===== src/rtl/ir_pkg.sv =====
// ir_pkg: shared definitions for the IR remote transmitter.
//   - BTNx_CODE : 16-bit button codes understood by the 0x57xx receiver
//   - ir_state_e: transmitter FSM states (GAP/RPT_* used only when the
//                 IR_TX_REPEAT_EN build option is defined)
//   - *_UNITS   : state durations in timing units
//   - key_to_code(): active-low one-hot key vector -> {valid, code}
//   - is_mark() : states during which the IR envelope is high
package ir_pkg;

  localparam logic [15:0] BTN0_CODE = 16'h572F;
  localparam logic [15:0] BTN1_CODE = 16'h577F;
  localparam logic [15:0] BTN2_CODE = 16'h57BF;
  localparam logic [15:0] BTN3_CODE = 16'h573F;
  localparam logic [15:0] BTN4_CODE = 16'h57DF;
  localparam logic [15:0] BTN5_CODE = 16'h575F;
  localparam logic [15:0] BTN6_CODE = 16'h579F;
  localparam logic [15:0] BTN7_CODE = 16'h571F;
  localparam logic [15:0] BTN8_CODE = 16'h57EF;
  localparam logic [15:0] BTN9_CODE = 16'h576F;

  localparam int DUR_W = 8;
  localparam logic [DUR_W-1:0] LEAD_MARK_UNITS  = 8'd16;
  localparam logic [DUR_W-1:0] LEAD_SPACE_UNITS = 8'd8;
  localparam logic [DUR_W-1:0] RPT_SPACE_UNITS  = 8'd4;
  localparam logic [DUR_W-1:0] ONE_SPACE_UNITS  = 8'd3;
  localparam logic [DUR_W-1:0] ONE_UNIT         = 8'd1;

  typedef enum logic [3:0] {
    IDLE       = 4'd0,
    LEAD_MARK  = 4'd1,
    LEAD_SPACE = 4'd2,
    BIT_MARK   = 4'd3,
    BIT_SPACE  = 4'd4,
    STOP_MARK  = 4'd5,
    RELEASE    = 4'd6,
    GAP        = 4'd7,
    RPT_SPACE  = 4'd8,
    RPT_STOP   = 4'd9
  } ir_state_e;

  typedef struct packed {
    logic        valid;
    logic [15:0] code;
  } key_code_t;

  // Exactly one of bits 0-9 low is a button; anything else is rejected.
  function automatic key_code_t key_to_code(input logic [15:0] key_n);
    key_code_t r;
    r.valid = 1'b1;
    case (key_n)
      16'hFFFE: r.code = BTN0_CODE;
      16'hFFFD: r.code = BTN1_CODE;
      16'hFFFB: r.code = BTN2_CODE;
      16'hFFF7: r.code = BTN3_CODE;
      16'hFFEF: r.code = BTN4_CODE;
      16'hFFDF: r.code = BTN5_CODE;
      16'hFFBF: r.code = BTN6_CODE;
      16'hFF7F: r.code = BTN7_CODE;
      16'hFEFF: r.code = BTN8_CODE;
      16'hFDFF: r.code = BTN9_CODE;
      default: begin
        r.valid = 1'b0;
        r.code  = 16'h0000;
      end
    endcase
    return r;
  endfunction

  function automatic logic is_mark(input ir_state_e s);
    return (s == LEAD_MARK) || (s == BIT_MARK) || (s == STOP_MARK) || (s == RPT_STOP);
  endfunction

endpackage


===== src/rtl/ir_carrier_gen.sv =====
// ir_carrier_gen: IR carrier square wave.
//   clk, reset_n : clock, asynchronous active-low reset
//   restart      : mark entry; forces phase high and clears the counter
//   enable       : mark in progress; carrier toggles every CARRIER_HALF cycles
//   carrier      : registered carrier, held low while not enabled
module ir_carrier_gen #(
  parameter int CARRIER_HALF = 658
) (
  input  logic clk,
  input  logic reset_n,
  input  logic restart,
  input  logic enable,
  output logic carrier
);

  localparam int CW = (CARRIER_HALF > 1) ? $clog2(CARRIER_HALF) : 1;
  localparam logic [CW-1:0] HALF_LAST = CW'(CARRIER_HALF - 1);

  logic [CW-1:0] cnt_r;
  logic          carrier_r;

  // Half-period counter and carrier phase.
  always_ff @(posedge clk or negedge reset_n) begin
    if (!reset_n) begin
      cnt_r     <= '0;
      carrier_r <= 1'b0;
    end else if (restart) begin
      cnt_r     <= '0;
      carrier_r <= 1'b1;
    end else if (enable) begin
      if (cnt_r == HALF_LAST) begin
        cnt_r     <= '0;
        carrier_r <= ~carrier_r;
      end else begin
        cnt_r <= cnt_r + CW'(1);
      end
    end else begin
      cnt_r     <= '0;
      carrier_r <= 1'b0;
    end
  end

  assign carrier = carrier_r;

endmodule


===== src/rtl/ir_transmitter.sv =====
// ir_transmitter: NEC-style IR frame generator for the button board.
//   clk, reset_n : clock, asynchronous active-low reset
//   req          : level request, one frame per high period
//   key_n[15:0]  : active-low one-hot button vector, sampled at accept only
//   busy         : high from accept until back in IDLE
//   done         : one-cycle pulse at the end of each stop mark
//   err          : one-cycle pulse when a request carries an invalid key
//   ir_env       : unmodulated envelope (1 during marks)
//   ir_out       : LED drive, ir_env AND carrier
// Build option IR_TX_REPEAT_EN: while req stays high after a frame, wait
// GAP_UNITS units and send repeat frames (lead mark, short space, stop mark).
module ir_transmitter
  import ir_pkg::*;
#(
  parameter int UNIT_CYCLES  = 28125,
  parameter int CARRIER_HALF = 658,
  parameter int GAP_UNITS    = 71
) (
  input  logic        clk,
  input  logic        reset_n,
  input  logic        req,
  input  logic [15:0] key_n,
  output logic        busy,
  output logic        done,
  output logic        err,
  output logic        ir_env,
  output logic        ir_out
);

  localparam int UW = (UNIT_CYCLES > 1) ? $clog2(UNIT_CYCLES) : 1;
  localparam logic [UW-1:0] UNIT_LAST = UW'(UNIT_CYCLES - 1);

  ir_state_e        state_r, state_n_s;
  logic [UW-1:0]    unit_r;
  logic [DUR_W-1:0] dur_r, len_s;
  logic [15:0]      shift_r;
  logic [3:0]       bit_r;
  logic             rpt_r;
  logic             busy_r, done_r, err_r, env_r;
  logic             busy_n_s, done_n_s, err_n_s, env_n_s;
  logic             timed_s, last_s, accept_s, carrier_s, restart_s;
  key_code_t        kc_s;

  assign kc_s     = key_to_code(key_n);
  assign accept_s = (state_r == IDLE) && req;
  assign timed_s  = (state_r != IDLE) && (state_r != RELEASE);
  assign last_s   = timed_s && (unit_r == UNIT_LAST) && (dur_r == len_s - 8'd1);

  // Duration in units of the current timed state; a data space depends on the bit.
  always_comb begin
    len_s = ONE_UNIT;
    case (state_r)
      LEAD_MARK:  len_s = LEAD_MARK_UNITS;
      LEAD_SPACE: len_s = LEAD_SPACE_UNITS;
      BIT_SPACE:  len_s = shift_r[15] ? ONE_SPACE_UNITS : ONE_UNIT;
      GAP:        len_s = DUR_W'(GAP_UNITS);
      RPT_SPACE:  len_s = RPT_SPACE_UNITS;
      default:    len_s = ONE_UNIT;
    endcase
  end

  // State register.
  always_ff @(posedge clk or negedge reset_n) begin
    if (!reset_n) begin
      state_r <= IDLE;
    end else begin
      state_r <= state_n_s;
    end
  end

  // Next-state logic.
  always_comb begin
    state_n_s = state_r;
    case (state_r)
      IDLE: begin
        if (req) begin
          state_n_s = kc_s.valid ? LEAD_MARK : RELEASE;
        end else begin
          state_n_s = IDLE;
        end
      end
      LEAD_MARK: begin
        if (last_s) begin
          state_n_s = rpt_r ? RPT_SPACE : LEAD_SPACE;
        end else begin
          state_n_s = LEAD_MARK;
        end
      end
      LEAD_SPACE: state_n_s = last_s ? BIT_MARK : LEAD_SPACE;
      BIT_MARK:   state_n_s = last_s ? BIT_SPACE : BIT_MARK;
      BIT_SPACE: begin
        if (last_s) begin
          state_n_s = (bit_r == 4'd0) ? STOP_MARK : BIT_MARK;
        end else begin
          state_n_s = BIT_SPACE;
        end
      end
      STOP_MARK: begin
        if (last_s) begin
`ifdef IR_TX_REPEAT_EN
          state_n_s = GAP;
`else
          state_n_s = RELEASE;
`endif
        end else begin
          state_n_s = STOP_MARK;
        end
      end
      RELEASE: state_n_s = req ? RELEASE : IDLE;
`ifdef IR_TX_REPEAT_EN
      GAP: begin
        if (!req) begin
          state_n_s = IDLE;
        end else if (last_s) begin
          state_n_s = LEAD_MARK;
        end else begin
          state_n_s = GAP;
        end
      end
      RPT_SPACE: state_n_s = last_s ? RPT_STOP : RPT_SPACE;
      RPT_STOP:  state_n_s = last_s ? GAP : RPT_STOP;
`endif
      default: state_n_s = IDLE;
    endcase
  end

  // Unit/duration counters, code shift register and bit counter.
  always_ff @(posedge clk or negedge reset_n) begin
    if (!reset_n) begin
      unit_r  <= '0;
      dur_r   <= '0;
      shift_r <= 16'h0000;
      bit_r   <= 4'd0;
      rpt_r   <= 1'b0;
    end else begin
      // Counters restart on every state change so each state starts at unit 0.
      if (!timed_s || last_s) begin
        unit_r <= '0;
        dur_r  <= '0;
      end else if (unit_r == UNIT_LAST) begin
        unit_r <= '0;
        dur_r  <= dur_r + 8'd1;
      end else begin
        unit_r <= unit_r + UW'(1);
      end
      if (accept_s && kc_s.valid) begin
        shift_r <= kc_s.code;
        bit_r   <= 4'd15;
        rpt_r   <= 1'b0;
      end else if ((state_r == BIT_SPACE) && last_s) begin
        shift_r <= {shift_r[14:0], 1'b0};
        bit_r   <= bit_r - 4'd1;
      end else if ((state_r == GAP) && last_s) begin
        rpt_r <= 1'b1;
      end
    end
  end

  // Next values of the registered outputs.
  always_comb begin
    busy_n_s = (state_n_s != IDLE);
    env_n_s  = is_mark(state_n_s);
    done_n_s = last_s && ((state_r == STOP_MARK) || (state_r == RPT_STOP));
    err_n_s  = accept_s && !kc_s.valid;
  end

  // Output registers.
  always_ff @(posedge clk or negedge reset_n) begin
    if (!reset_n) begin
      busy_r <= 1'b0;
      done_r <= 1'b0;
      err_r  <= 1'b0;
      env_r  <= 1'b0;
    end else begin
      busy_r <= busy_n_s;
      done_r <= done_n_s;
      err_r  <= err_n_s;
      env_r  <= env_n_s;
    end
  end

  // Marks never follow marks directly, so a mark entry is a space->mark step.
  assign restart_s = is_mark(state_n_s) && !is_mark(state_r);

  ir_carrier_gen #(.CARRIER_HALF(CARRIER_HALF)) u_carrier (
    .clk     (clk),
    .reset_n (reset_n),
    .restart (restart_s),
    .enable  (env_n_s),
    .carrier (carrier_s)
  );

  assign busy   = busy_r;
  assign done   = done_r;
  assign err    = err_r;
  assign ir_env = env_r;
  assign ir_out = env_r & carrier_s;

endmodule

===== config.mk =====
export PLATFORM = sky130hd
export DESIGN_NAME = ir_transmitter
export DESIGN_NICKNAME = d
export VERILOG_FILES = /design/src/rtl/ir_pkg.sv /design/src/rtl/ir_carrier_gen.sv /design/src/rtl/ir_transmitter.sv
export SDC_FILE = /design/constraint.sdc
export NUM_CORES = 1
export LEC_CHECK = 0
export ABC_AREA = 1
export CORE_MARGIN = 2
export CORE_UTILIZATION = 55
export CTS_CLUSTER_SIZE = 40
export DETAILED_ROUTE_END_ITERATION = 6
export GPL_TIMING_DRIVEN = 0
export PLACE_DENSITY_LB_ADDON = 0.15
export SYNTH_ARGS = -nofsm -noshare
export SYNTH_HDL_FRONTEND = slang
export SYNTH_SLANG_ARGS = --single-unit

===== constraint.sdc =====
create_clock -name clk -period 3.1 [get_ports clk]
set_clock_uncertainty 0.15 [all_clocks]
set_input_delay 0.62 -clock clk [delete_from_list [all_inputs] [get_ports clk]]
set_output_delay 0.62 -clock clk [all_outputs]
set_load 0.03 [all_outputs]

==> impl_metrics.toml, run 1 <==
[clocking]
clock_latency_ns = 0.35
cts_buffer_depth = 2
cts_tree = "yes"
cts.sink_count = 63
cts_root_buf = "clkbuf_8"
path_clk_slew_ns = 0.07
tritoncts.num_buffers = 9
htreeDepth = 3
ctsHoldBuffers = 0

[routing]
vias = 3314
initialDrtViolationCount = 224
final_antenna_net_count = 0
routed_via_density = 5.27
wl_um = 7740
drt-wirelength-per-cell_um = 12.3
first_pass_iters = 4
drcViolationCount = 0

[power]
vdd_drop_max_mv = 0.343
p_per_area_nw_per_um2 = 553
power_leakage_uw = 0.00219

[synth]
yosysWarningCount = 0
syn_area_per_cell_sq_um = 7.41
seq_area_frac_synth_pct = 42.1
synthAdderAreaFrac_pct = 2.34
synth-xor-area-share_pct = 3.04
syn_inst = 505
synth_compound_area_share_pct = 6.96
synthesis.area_sq_um = 3740
ys_ff_latch = 63
synth-simple-area-share_pct = 35.1
ys_types = 39
synth.area.mux_share_pct = 0
syn-num-nets = 531
synth_top_family_by_area = "simple AND/OR/NAND/NOR gates"

[critical_path]
critPathSlowestCell = "dfrtp_1"
required_ns = 3.17
end_kind = "register"
worstPathMaxFanout = 5
r2r_cells = 21
worstPathArrival_ns = 2.96
reg2reg_to = "busy$_DFF_PN0_"
cp-start-kind = "register"
path_class = "register to register"
rrSetupSlack_ns = 0.21
critPathMostFrequentCell = "nand2_1"
slowest_delay_ns = 0.43
crit_chain = "inv_1, nand2_1, inv_1, nand2_2, nand2_2, inv_2, nand2_1, ha_1, nand2_1, nand2_1, nor2_1, nand3_1, nor2_1, nand4_1, nor2_4, buf_4, nand3_1, nand2_1, nand3_1, nor2_1, nand3_1"
r2r-start = "state_r[1]$_DFF_PN0_"
crit_start = "state_r[1]$_DFF_PN0_"
endpoint = "busy$_DFF_PN0_"

[timing]
finalCritPeriodShare_pct = 93.2
hold_violations = 0
max_freq_mhz = 346
period_minus_slack_ns = 2.89
slew_viol_final = 0
maxSlewHeadroom_pct = 47.3
layout_setup_ws_ns = 0.209
setup_viol = 0
worst_pin_slew_ns = 0.790

[placement]
place.gp.congestion = 0.926
dp_slack_ns = 0.0131
hpwl_um = 5670
io_buffers = 23

[final_layout]
num_antenna_cells = 0
final_nets = 571
drive_gt1_share_pct = 10.4
syn2layout_area_growth_pct = 16.3
final_util_pct = 65.1

[flow_run]
drv_cap = 0

[hold_path]
hold_class = "input pin to asynchronous set/reset pin"

[floorplanning]
die_area_sq_um = 7480
rows = 30
ios = 24
die_height_um = 86.5
start_util_pct = 56.0
die_x_um = 86.5
design.core.area_sq_um = 6680

[global_routing]
grt_usage_pct = 22.4
antenna_found_initial = 0
grt_pass1_wl_um = 13300
grt_pass1_vias = 3099
grt_max_degree = 64
grt_overflow = 0

[outcome]
status = "finished, final reports clean"
## how the worst min path moves through the flow
stage	from	end	slack, ns	cells past startpoint
5_1_grt	reset_n	bit_r[3]$_DFFE_PN0P_	0.29	1
2_1_floorplan	reset_n	bit_r[0]$_DFFE_PN0P_	0.17	0
3_3_place_gp	shift_r[13]$_DFFE_PN0P_	shift_r[13]$_DFFE_PN0P_	0.31	2
6_report	reset_n	unit_r[13]$_DFF_PN0_	0.20	1
3_5_place_dp	shift_r[11]$_DFFE_PN0P_	shift_r[11]$_DFFE_PN0P_	0.31	2
4_1_cts	reset_n	bit_r[3]$_DFFE_PN0P_	0.24	1
## cell usage in the layout (no fill, tap or decap), types with 2 or more instances in the layout
cell             count
clkdlybuf4s50_1     22
a211oi_1             2
nor2_1              69
o21bai_1             2
nand4_1             16
ha_1                 7
nand2_4              2
clkinvlp_4           2
nand2_2              7
buf_6                3
o211ai_1             3
xor2_1               7
inv_2                3
xnor2_1              6
nor3_1              15
nor3_2               2
nor3b_1              3
nor4_1               3
clkbuf_8            13
nand3_1             43
nand2_1            104
a21oi_1             10
buf_4                7
o2111ai_1            2
nor2_2               7
o22ai_1              8
nor2_4               4
o21ai_0             11
inv_1               90
dfrtp_1             62
## cells by family (layout without fill, tap and decap cells)
logic type / count (synthesis) / after routing
flops: 63 / 63
buf+inv: 98 / 142
simple gates: 281 / 281
compound gates: 43 / 43
xor+xnor: 13 / 13
fa+ha+maj: 7 / 7
## timing repair
item / in CTS / in global routing
endpoints found under the hold margin: 0 / 0
endpoints found under the setup margin: 0 / 44
gates resized for setup: 0 / 6
buffers inserted: 0 / 6
## cells in the mapped netlist, drive strengths merged
| cell | count | share of area (%) |
|---|---|---|
| nand2 | 113 | 12 |
| inv | 93 | 9.3 |
| nor2 | 80 | 8.9 |
| dfrtp | 63 | 42 |
| nand3 | 44 | 6.2 |
| nor3 | 18 | 3.0 |
| nand4 | 17 | 3.0 |
| o21ai | 13 | 1.8 |
| a21oi | 10 | 1.3 |
| o22ai | 8 | 1.3 |
| ha | 7 | 2.3 |
| xor2 | 7 | 1.6 |
| xnor2 | 6 | 1.4 |
| nor3b | 4 | 0.94 |
| buf | 3 | 0.90 |
| nor4 | 3 | 0.50 |
| o211ai | 3 | 0.60 |
| a211oi | 2 | 0.40 |
| o2111ai | 2 | 0.47 |
| o21bai | 2 | 0.40 |
| a31oi | 1 | 0.17 |
| and2 | 1 | 0.17 |
| clkbuf | 1 | 0.10 |
| clkinv | 1 | 0.10 |
| o21a | 1 | 0.20 |
| o31ai | 1 | 0.20 |
| or2 | 1 | 0.17 |
## per-layer routing
| layer | wire (um) | track usage, % |
|---|---|---|
| met3 | 361 | 4.76 |
| met2 | 3700 | 36.6 |
| met5 | 0 | 0 |
| met4 | 107 | 8.10 |
| met1 | 3560 | 29.6 |
## power by group
part / total (uW) / internal (uW) / switching (uW)
clock: 781 / 455 / 326
combinational: 712 / 231 / 480
sequential: 912 / 866 / 45.6
total: 2400 / 1550 / 851
## state kept, by name, summed over array words and instances, names as in the netlist, 4 cells and up
register,cells
unit_r,15
dur_r,8
bit_r,4
shift_r,16
u_carrier.cnt_r,10
state_r,4
## critical path, delay by kind of cell, from the launching register on
| family | cells | cell delay (ns) |
|---|---|---|
| fa+ha+maj | 1 | 0.31 |
| simple gates | 16 | 1.53 |
| buf+inv | 4 | 0.37 |
| flops | 1 | 0.43 |
## stage by stage
stage	instance area, sq um	hold slack, ns	std cells	setup TNS, ns	power [uW]
floorplan	3740	0.174	505	0	1400
global placement	4070	0.306	608	-50.67	1570
detailed placement	4070	0.313	608	0	1590
CTS	4290	0.239	623	0	2380
global route	4350	0.292	629	-0.00754	2540
finish	4350	0.198	629	0	2400
## area by class of cell
| type | instances | area [sq um] |
|---|---|---|
| inverter | 94 | 357 |
| buffer | 4 | 37.5 |
| multi-input combinational | 344 | 1790 |
| timing repair buffer | 29 | 273 |
| sequential | 63 | 1580 |
| tap | 80 | 100 |
| fill | 603 | 2330 |
| clock buffer | 13 | 179 |
| clock inverter | 2 | 37.5 |
No activity file was read; power rests on OpenSTA's default activity.
==> inputs of run 2 (changes only) <==
--- a/config.mk
+++ b/config.mk
@@ -6,12 +6,14 @@
 export NUM_CORES = 1
 export LEC_CHECK = 0
 export ABC_AREA = 1
+export CAP_MARGIN = 20
 export CORE_MARGIN = 2
 export CORE_UTILIZATION = 55
 export CTS_CLUSTER_SIZE = 40
 export DETAILED_ROUTE_END_ITERATION = 6
 export GPL_TIMING_DRIVEN = 0
 export PLACE_DENSITY_LB_ADDON = 0.15
+export SKIP_CTS_REPAIR_TIMING = 1
 export SYNTH_ARGS = -nofsm -noshare
 export SYNTH_HDL_FRONTEND = slang
 export SYNTH_SLANG_ARGS = --single-unit
==> results of run 2 <==
Final layout, timing and power as in run 1 (identical DEF).
==> inputs of run 3 (changes only) <==
--- a/config.mk
+++ b/config.mk
@@ -9,8 +9,10 @@
 export CAP_MARGIN = 20
 export CORE_MARGIN = 2
 export CORE_UTILIZATION = 55
+export CTS_BUF_LIST = sky130_fd_sc_hd__clkbuf_8 sky130_fd_sc_hd__clkbuf_16
 export CTS_CLUSTER_SIZE = 40
 export DETAILED_ROUTE_END_ITERATION = 6
+export DONT_BUFFER_PORTS = 1
 export GPL_TIMING_DRIVEN = 0
 export PLACE_DENSITY_LB_ADDON = 0.15
 export SKIP_CTS_REPAIR_TIMING = 1
==> constraint.sdc (replaced) <==
create_clock -name clk -period 2.9 [get_ports clk]
set_clock_uncertainty 0.15 [all_clocks]
set_input_delay 0.58 -clock clk [delete_from_list [all_inputs] [get_ports clk]]
set_output_delay 0.58 -clock clk [all_outputs]
set_load 0.03 [all_outputs]
==> impl_metrics.toml, run 3 (synthesis results as in run 1) <==
[global_routing]
grt_usage_pct = 21.5
grt_overflow = 0
antenna_found_initial = 0
grt_max_degree = 64
grt_pass1_wl_um = 12900
grt_use_met2_pct = 34.2
busiest_layer = "met2"
grtUsageMet3_pct = 5.33
grt_pass1_vias = 2977
use_met1_pct = 28.8

[placement]
place.gp.congestion = 0.888
io_buffers = 0
dp_slack_ns = -0.217
hpwl_um = 5390

[timing]
hold_violations = 0
setup_viol = 0
max_freq_mhz = 362
period_minus_slack_ns = 2.76
worst_pin_slew_ns = 0.515
maxSlewHeadroom_pct = 65.3
finalCritPeriodShare_pct = 95.2
layout_setup_ws_ns = 0.138
tns_ns = 0
slew_viol_final = 0

[clocking]
htreeDepth = 3
cts_root_buf = "clkbuf_8"
clock_latency_ns = 0.35
tritoncts.num_buffers = 9
path_clk_slew_ns = 0.07
cts_buffer_depth = 2
cts_tree = "yes"
cts.sink_count = 63

[floorplanning]
design.core.area_sq_um = 6680
die_area_sq_um = 7480
die_x_um = 86.5
die_height_um = 86.5
rows = 30
ios = 24
start_util_pct = 56.0

[critical_path]
cp-start-kind = "register"
worstPathMaxFanout = 6
crit_chain = "nor2_4, inv_1, nor2_4, a21oi_2, ha_4, nand2_1, nand2_1, nor2_1, nand3_1, nor2_1, nand4_1, nor2_4, nand3_4, buf_4, o21ai_0, nor2_1"
end_kind = "register"
required_ns = 2.99
slowest_delay_ns = 0.46
critPathSlowestCell = "dfrtp_2"
worstPathArrival_ns = 2.85
path_class = "register to register"
r2r_cells = 16

[final_layout]
final_nets = 556
num_antenna_cells = 0
final_cell_mix = "101 x nand2_1, 86 x inv_1, 69 x nor2_1, 60 x dfrtp_1, 42 x nand3_1"
drive_gt1_share_pct = 14.2
syn2layout_area_growth_pct = 14.0
top_register = "shift_r"
largest_reg_flops = 16
final_common_cell = "nand2_1"
reg_top3 = "shift_r: 16 flops, unit_r: 15 flops, u_carrier.cnt_r: 10 flops"
ff_latch_area_sq_um = 1580
multi_input_area_sq_um = 1840
fill_cells = 601

[routing]
drcViolationCount = 0
wl_um = 7670
vias = 3263
drt-wirelength-per-cell_um = 12.5
final_antenna_net_count = 0
routed_via_density = 5.31
first_pass_iters = 4
initialDrtViolationCount = 144

[flow_run]
drv_cap = 0

[outcome]
status = "finished, final reports clean"

[hold_path]
hold_depth = 2
hold_class = "register to register"

[power]
p_per_area_nw_per_um2 = 622
power_leakage_uw = 0.00216
vdd_drop_max_mv = 0.487
-- run 3: stage by stage --
step                      instances  total power [uW]  util [%]  cell area (sq um)  hold slack, ns
final                           615              2650      63.9               4270           0.333
after detailed placement        585              1630      57.5               3840           0.136
after global routing            615              2800      63.9               4270           0.359
after global placement          585              1620      57.5               3840           0.136
after floorplan                 505              1490         -               3740           0.134
after CTS                       601              2500      60.8               4060          -0.245
-- run 3: final timing paths --
path / from / to / slack [ns]
worst max-delay path: state_r[1]$_DFF_PN0_ / shift_r[7]$_DFFE_PN0P_ / 0.14
worst min-delay path: shift_r[13]$_DFFE_PN0P_ / shift_r[13]$_DFFE_PN0P_ / 0.33
worst max register to register: state_r[1]$_DFF_PN0_ / shift_r[7]$_DFFE_PN0P_ / 0.14
worst min register to register: shift_r[13]$_DFFE_PN0P_ / shift_r[13]$_DFFE_PN0P_ / 0.33
max in group asynchronous: reset_n / state_r[2]$_DFF_PN0_ / 1.71
min in group asynchronous: reset_n / done$_DFF_PN0_ / 0.63
-- run 3: area by class of cell --
type | count | area share, %
Clock inverter | 6 | 1.99
Buffer | 4 | 0.880
Clock buffer | 10 | 3.23
Inverter | 94 | 8.36
Multi-Input combinational cell | 344 | 43.1
Tap cell | 80 | 2.35
Sequential cell | 63 | 37.0
Timing Repair Buffer | 14 | 3.08
-- run 3: report_power, final --
part           leakage [uW]  switching, uW  internal [uW]
combinational       0.00124            514            274
clock              0.000114            359            504
sequential         0.000808           73.3            928
-- run 3: per-layer routing --
metal	wire length, um	vias up
met5	0	-
met3	297	13
met2	3670	52
met1	3580	1537
li1	-	1661
met4	112	0
-- run 3: worst max-delay path, delay by kind of cell, from the launching register on --
kind	cells	cell delay, ns
flops	1	0.46
fa+ha+maj	1	0.24
compound gates	2	0.25
simple gates	11	1.28
buf+inv	2	0.26
